<file path="src/rtl/serial_addsub.sv">
// Bit-serial adder/subtractor, LSB first, one bit per clock, start/busy/done handshake.
// Build option SERIAL_ADDSUB_SUB_EN enables subtract mode; otherwise every operation is an add.
module serial_addsub #(
  parameter int W = 8
) (
  input  logic         clk,
  input  logic         rst,
  input  logic         start,
  input  logic         sub,
  input  logic [W-1:0] a,
  input  logic [W-1:0] b,
  output logic         busy,
  output logic         done,
  output logic [W-1:0] s,
  output logic         c,
  output logic         ovf
);

  localparam int CW = (W > 1) ? $clog2(W) : 1;

  typedef enum logic {IDLE, RUN} state_t;

  state_t         state_q, state_d;
  logic [W-1:0]   ra_q, ra_d;
  logic [W-1:0]   rb_q, rb_d;
  logic [W-1:0]   acc_q, acc_d;
  logic           carry_q, carry_d;
  logic [CW-1:0]  cnt_q, cnt_d;
  logic [W-1:0]   s_q, s_d;
  logic           c_q, c_d;
  logic           ovf_q, ovf_d;
  logic           done_q, done_d;

  logic           sub_eff;
  logic           sum_bit;
  logic           cout_bit;

`ifdef SERIAL_ADDSUB_SUB_EN
  assign sub_eff = sub;
`else
  logic unused_sub;
  assign unused_sub = sub;
  assign sub_eff    = 1'b0;
`endif

  always_comb begin
    sum_bit  = ra_q[0] ^ rb_q[0] ^ carry_q;
    cout_bit = (ra_q[0] & rb_q[0]) | (ra_q[0] & carry_q) | (rb_q[0] & carry_q);

    state_d = state_q;
    ra_d    = ra_q;
    rb_d    = rb_q;
    acc_d   = acc_q;
    carry_d = carry_q;
    cnt_d   = cnt_q;
    s_d     = s_q;
    c_d     = c_q;
    ovf_d   = ovf_q;
    done_d  = 1'b0;

    case (state_q)
      IDLE: begin
        if (start) begin
          // Subtraction is a + ~b + 1: the +1 enters as the initial carry.
          ra_d    = a;
          rb_d    = sub_eff ? ~b : b;
          carry_d = sub_eff;
          cnt_d   = '0;
          acc_d   = '0;
          state_d = RUN;
        end
      end
      RUN: begin
        acc_d   = {sum_bit, acc_q[W-1:1]};
        ra_d    = ra_q >> 1;
        rb_d    = rb_q >> 1;
        carry_d = cout_bit;
        cnt_d   = cnt_q + CW'(1);
        if (cnt_q == CW'(W - 1)) begin
          // carry_q is the carry into the MSB on this last bit.
          s_d     = {sum_bit, acc_q[W-1:1]};
          c_d     = cout_bit;
          ovf_d   = carry_q ^ cout_bit;
          done_d  = 1'b1;
          cnt_d   = '0;
          state_d = IDLE;
        end
      end
    endcase
  end

  always_ff @(posedge clk or posedge rst) begin
    if (rst) begin
      state_q <= IDLE;
      ra_q    <= '0;
      rb_q    <= '0;
      acc_q   <= '0;
      carry_q <= 1'b0;
      cnt_q   <= '0;
      s_q     <= '0;
      c_q     <= 1'b0;
      ovf_q   <= 1'b0;
      done_q  <= 1'b0;
    end else begin
      state_q <= state_d;
      ra_q    <= ra_d;
      rb_q    <= rb_d;
      acc_q   <= acc_d;
      carry_q <= carry_d;
      cnt_q   <= cnt_d;
      s_q     <= s_d;
      c_q     <= c_d;
      ovf_q   <= ovf_d;
      done_q  <= done_d;
    end
  end

  assign busy = (state_q == RUN);
  assign done = done_q;
  assign s    = s_q;
  assign c    = c_q;
  assign ovf  = ovf_q;

endmodule

</file>
<file path="config.mk">
export PLATFORM = sky130hd
export DESIGN_NAME = serial_addsub
export DESIGN_NICKNAME = d
export VERILOG_FILES = /design/src/rtl/serial_addsub.sv
export SDC_FILE = /design/constraint.sdc
export NUM_CORES = 1
export LEC_CHECK = 0
export BUFFER_PORTS_ARGS = -buffer_cell sky130_fd_sc_hd__buf_2
export CORE_ASPECT_RATIO = 1.75
export CORE_MARGIN = 1.5
export CORE_UTILIZATION = 39
export DETAILED_ROUTE_END_ITERATION = 16
export HOLD_SLACK_MARGIN = 0.06
export PLACE_DENSITY = 0.68
export SLEW_MARGIN = 20
export SYNTH_ARGS = -nofsm -noshare
export SYNTH_HDL_FRONTEND = slang
export SYNTH_SLANG_ARGS = --single-unit
</file>
<file path="constraint.sdc">
create_clock -name clk -period 1.8 [get_ports clk]
set_input_delay 0.27 -clock clk [delete_from_list [all_inputs] [get_ports clk]]
set_output_delay 0.27 -clock clk [all_outputs]
set_load 0.01 [all_outputs]
</file>
==> qor.yml, run 1 <==
cts_root_buf: "clkbuf_8"
reg2regPathDepth: 4
setup_tns_ns: 0
clock-sinks: 39
fillerInstances: 386
post_cts_buffers: 0
worst-path-buf-inv: 0
cts_tree: "built"
route.antenna.remaining_nets: 0
path_max_fanout: 9
drt_iter0_markers: 21
r2r_start: "cnt_q[0]"
fin_util_pct: 48.4
synth_top_family_by_area: "multiplexers"
drc: 0
synth_compound_area_share_pct: 8.97
max_freq_mhz: 668
synth_top_area_share_pct: 56.4
drive_gt1_share_pct: 28.2
synth_area_leaders: "dfrtp_1, mux2i_1, mux2_4"
yosys_warnings: 0
critical_path_class: "register to register"
cts_buffers: 5
netlist_area_um2: 1730
path_common_cell: "ha_1"
start_util_pct: 41.3
powerDensity_nw_per_um2: 1620
clock_latency_ns: 0.29
status: "finished clean"
vdd_drop_max_uv: 765
cts_resized: 0
routed_via_density: 5.00
period_minus_slack_ns: 1.50
synth.avg_cell_area_um2: 11.7
cts_hold_buf: 0
finalSetupViolCount: 0
cp_data_required_time_ns: 1.98
dieArea_um2: 4860
final_common_cell: "dfrtp_1"
dpl_cell_area_um2: 1910
cpPeakStageDelay_ns: 0.40
die_w_um: 53.3
path_clk_slew_ns: 0.08
internal-power_uw: 2230
max_slew_margin_pct: 58.9
fp.dieH_um: 91.1
syn_nets: 171
layout_common_cells: "dfrtp_1, buf_2, nand2_1, o21ai_0, mux2i_1"
final-hold-violation-count: 0
port_buffers: 30
comb_power_share_pct: 32.1
grt_util_met3_pct: 4.11
crit_path_top_delay_cell: "dfrtp_1"
grt_max_degree: 40
synthAdderAreaFrac_pct: 2.60
power_frac_seq_pct: 45.0
grt_busiest_layer: "met2"
yosys.area_share.xor_xnor_pct: 0.507
finalClockSkew_ns: 0.00703
htreeDepth: 2
worst_setup_path_start_kind: "register"
fin_nets: 203
fin_crit_sh_pct: 83.2
post-dp-hpwl_um: 2250
syn_to_final_growth_pct: 17.2
p_leak_uw: 0.00104
max_slew.worst_pin.slew_ns: 0.617
place.gp.congestion: 0.757
switching_power_uw: 1070
slew_violations: 0
ys_ff_latch: 39
p_sw_share_pct: 32.4
rows: 31
rsz0062_at_grt: "no"
fin_area_um2: 2030
first_pass_iters: 3
critical-path-top-delay-family: "adder cells"
vias: 1150
hold_class: "input pin to async pin"
grt_pass1_vias: 1175
wirelength_um: 3120
core_area_um2: 4190
synthMuxAreaShare_pct: 16.8
met1_usage_pct: 17.3
antenna_found_initial: 0
avgRoutedWirePerCell_um: 13.5
synth_top_cell_by_area: "dfrtp_1"
netlist_instances: 148
synth_simple_gate_area_share_pct: 9.84
diodes: 0
end_kind: "register"
rrSetupSlack_ns: 0.30
path_cells: "ha_1 > ha_1 > nand2_4 > mux2_4"
met2_usage_pct: 23.6
yosysSeqAreaShare_pct: 56.4
grt_pass1_wl_um: 5220
clockBufferDepth: 2
ioPinCount: 32
grtUsageTotal_pct: 14.7
r2r-end: "s[1]"
ys_types: 22
drv_cap: 0
clkPwrFrac_pct: 22.9
overflow: 0
cp.arrival_ns: 1.68
synth_stat cells:
| master | count |
|---|---|
| dfrtp_1 | 39 |
| nand2_1 | 21 |
| o21ai_0 | 21 |
| mux2i_1 | 17 |
| nand2b_1 | 11 |
| mux2_4 | 8 |
| inv_1 | 6 |
| buf_2 | 4 |
| buf_4 | 3 |
| nor2_1 | 3 |
| a21oi_1 | 2 |
| a31oi_1 | 2 |
| ha_1 | 2 |
| a22o_1 | 1 |
| buf_8 | 1 |
| clkbuf_1 | 1 |
| fa_1 | 1 |
| nand2_4 | 1 |
| o21ai_1 | 1 |
| o22ai_1 | 1 |
| o31ai_1 | 1 |
| xnor2_1 | 1 |
worst reg2reg max path, cell delays in order, from the launching register on:
cell and delay [ns]:
dfrtp_1 0.40, ha_1 0.20, ha_1 0.27, nand2_4 0.20
mux2_4 0.32
worst max path at each step:
stage | startpoint | to | slack (ns) | cells past startpoint
final | cnt_q[0] | s[1] | 0.30 | 4
after global routing | cnt_q[0] | ovf | 0.22 | 4
after CTS | cnt_q[0] | s[1] | 0.29 | 4
after detailed placement | cnt_q[0] | s[1] | 0.31 | 4
after global placement | cnt_q[0] | s[5] | 0.34 | 4
after floorplan | cnt_q[0] | ovf | 0.39 | 4
flip-flops by register name (all words and copies together), names as in the netlist:
| register | count |
|---|---|
| ra_q | 8 |
| acc_q | 7 |
| busy | 1 |
| done | 1 |
| carry_q | 1 |
| s | 8 |
| ovf | 1 |
| rb_q | 8 |
| c | 1 |
| cnt_q | 3 |
logic make-up after synthesis:
kind of cell,after synthesis
flops,39
simple gates,36
compound gates,29
mux,25
buf+inv,15
fa+ha+maj,3
xor+xnor,1
power groups by stage:
| stage | Combinational (µW) | Clock, µW | Sequential, µW |
|---|---|---|---|
| final | 1060 | 754 | 1480 |
| after global routing | 1200 | 812 | 1530 |
| after CTS | 1080 | 770 | 1490 |
| after detailed placement | 1080 | 0 | 1510 |
| after global placement | 1030 | 0 | 1480 |
| after floorplan | 757 | 0 | 1500 |
stage by stage:
step	total power, µW	std cells	worst slack, ns	hold WS (ns)
floorplan	2250	148	0.394	0.426
global placement	2500	222	0.341	0.407
detailed placement	2580	222	0.312	0.415
CTS	3340	230	0.293	0.0919
global route	3540	230	0.224	0.138
finish	3290	230	0.302	0.0762
layout make-up:
| class | instances | area [µm²] | area share, % |
|---|---|---|---|
| multi-input cells | 94 | 669 | 33.0 |
| clock buffers | 6 | 82.6 | 4.07 |
| clock inverters | 2 | 35.0 | 1.73 |
| inverters | 6 | 22.5 | 1.11 |
| well taps | 49 | 61.3 | 3.02 |
| flip-flops and latches | 39 | 976 | 48.1 |
| repair buffers | 34 | 180 | 8.89 |
layer usage:
| metal | share of wire [%] | routed length [µm] |
|---|---|---|
| met3 | 4.5 | 140 |
| met2 | 53 | 1650 |
| met1 | 40 | 1250 |
| met5 | 0 | 0 |
| met4 | 2.3 | 72 |
(Power assumes the default switching activity.)
==> inputs of run 2 (changes only) <==
==> constraint.sdc (replaced) <==
create_clock -name clk -period 1.55 [get_ports clk]
set_input_delay 0.2325 -clock clk [delete_from_list [all_inputs] [get_ports clk]]
set_output_delay 0.2325 -clock clk [all_outputs]
set_load 0.01 [all_outputs]
==> run 2 against run 1 <==
- via count up 0.70%
- maximum frequency up 3.2%
- highest routed layer unchanged
- global-route usage fell by 0.24 points
- critical path type unchanged
==> qor.yml, run 2 (same netlist as run 1, synthesis figures left out) <==
cp.depth: 4  # unchanged
vias: 1158  # +0.70%
syn_to_final_growth_pct: 19.8
rrSetupSlack_ns: 0.1  # -0.20 ns
startpoint: "cnt_q[0]"
overflow: 0  # unchanged
met1_usage_pct: 15.4  # -2.0 points
grt_pass1_vias: 1177  # +0.17%
r2r-end: "s[0]"
cpPeakStageDelay_ns: 0.40  # about the same
hold_class: "input pin to register"
final-hold-violation-count: 0  # unchanged
grtUsageTotal_pct: 14.4  # -0.24 points
max_slew.worst_pin.slew_ns: 0.480  # -0.136 ns
diodes: 0  # unchanged
fin_crit_sh_pct: 93.6  # +10 points
path_common_cell: "ha_1"
fp.dieH_um: 91.1  # unchanged
drv_cap: 0  # unchanged
path_cells: "ha_1 > ha_1 > nand2_4 > mux2_4"
place_worst_setup_slack_ns: 0.0833  # -0.229 ns
status: "finished clean"
powerDensity_nw_per_um2: 1910  # +17%
clockBufferDepth: 2  # unchanged
power.total_uw: 3950  # +20%
setup_tns_ns: 0  # unchanged
critPathCapture: "s[0]"
r2r_start: "cnt_q[0]"
cts_tree: "built"
routed_via_density: 4.99  # -0.17%
end_kind: "register"
period_minus_slack_ns: 1.45  # -0.0465 ns
cts_buffers: 5  # unchanged
path_clk_slew_ns: 0.07  # about the same
grt_max_degree: 40  # unchanged
cp_data_required_time_ns: 1.72  # -0.26 ns
htreeDepth: 2  # unchanged
place.gp.congestion: 0.723  # -4.5%
clock-sinks: 39  # unchanged
final_common_cell: "dfrtp_1"
avgRoutedWirePerCell_um: 13.4  # -1.2%
die_w_um: 53.3  # unchanged
layout_common_cells: "dfrtp_1, buf_2, nand2_1, o21ai_0, mux2i_1"
cp.arrival_ns: 1.62  # -0.06 ns
clock_latency_ns: 0.29  # about the same
worst-path-buf-inv: 0  # unchanged
p_leak_uw: 0.00105  # +1.8%
worst_setup_path_start_kind: "register"
critical-path-top-delay-family: "adder cells"
post-dp-hpwl_um: 2220  # -1.2%
finalSetupViolCount: 0  # unchanged
antenna_found_initial: 0  # unchanged
max_slew_margin_pct: 68.0  # +9.1 points
route.antenna.remaining_nets: 0  # unchanged
finalClockSkew_ns: 0.00688  # -0.000145 ns
grt_pass1_wl_um: 5180  # -0.92%
dieArea_um2: 4860  # unchanged
drive_gt1_share_pct: 27.9  # -0.31 points
drc: 0  # unchanged
drt_iter0_markers: 17  # -19%
fin_util_pct: 49.5  # +1.1 points
slew_violations: 0  # unchanged
vdd_drop_max_uv: 1050  # +38%
setup_ws_ns: 0.0987  # -0.204 ns
rsz0062_at_grt: "no"
first_pass_iters: 2  # -1
crit_path_top_delay_cell: "dfrtp_1"
cts_resized: 0  # unchanged
cts_root_buf: "clkbuf_8"
core_area_um2: 4190  # unchanged
met2_usage_pct: 24.8  # +1.2 points
port_buffers: 30  # unchanged
grt_busiest_layer: "met2"
fin_nets: 205  # +0.99%
grt_util_met3_pct: 4.44  # +0.33 points
ioPinCount: 32  # unchanged
reg2regPathDepth: 4  # unchanged
start_util_pct: 41.3  # unchanged
path_max_fanout: 9  # unchanged
max_freq_mhz: 689  # +3.2%
wirelength_um: 3110  # -0.35%
rows: 31  # unchanged
critical_path_class: "register to register"
run 2: worst min-delay path, cell delays in order:
cell and delay (ns):
buf_2 0.08, mux2i_1 0.05, nor2_1 0.08
run 2: repair_timing:
| item | in CTS | in global routing |
|---|---|---|
| hold buffers | 1 | 0 |
| buffers inserted | 0 | 0 |
| endpoints found under the hold margin | 12 | 0 |
run 2: power breakdown:
group | total (µW) | internal (µW) | switching [µW]
logic | 1250 | 622 | 625
clock network | 986 | 643 | 343
registers | 1720 | 1460 | 262
run 2: through the flow:
stage               hold slack [ns]  std cells  instance area (µm²)
CTS                           0.195        232                 2070
global route                  0.205        232                 2070
finish                        0.194        232                 2070
floorplan                     0.389        148                 1730
detailed placement            0.376        223                 1930
global placement              0.371        223                 1930
run 2: final cells by class:
type | instances | area (µm²)
fillers | 393 | 2120
flip-flops and latches | 39 | 976
multi-input cells | 94 | 669
repair buffers | 36 | 210
clock buffers | 6 | 72.6
well taps | 49 | 61.3
clock inverters | 2 | 60.1
inverters | 6 | 22.5
run 2: worst min path at each step:
| stage | depth (start not counted) | slack, ns | start | endpoint |
|---|---|---|---|---|
| after floorplan | 2 | 0.39 | a[7] | ra_q[7] |
| after global placement | 3 | 0.37 | rst | acc_q[6] |
| after global routing | 3 | 0.20 | a[7] | ra_q[7] |
| after detailed placement | 3 | 0.38 | rst | acc_q[5] |
| after CTS | 3 | 0.19 | a[7] | ra_q[7] |
| final | 3 | 0.19 | b[7] | rb_q[7] |
run 2: routing by layer:
metal / share of wire, % / vias to the layer above / wire length, µm
met5: 0 / - / 0
met4: 2.2 / 0 / 68
met3: 4.3 / 6 / 133
met2: 54 / 24 / 1670
met1: 40 / 569 / 1230
li1: - / 559 / -
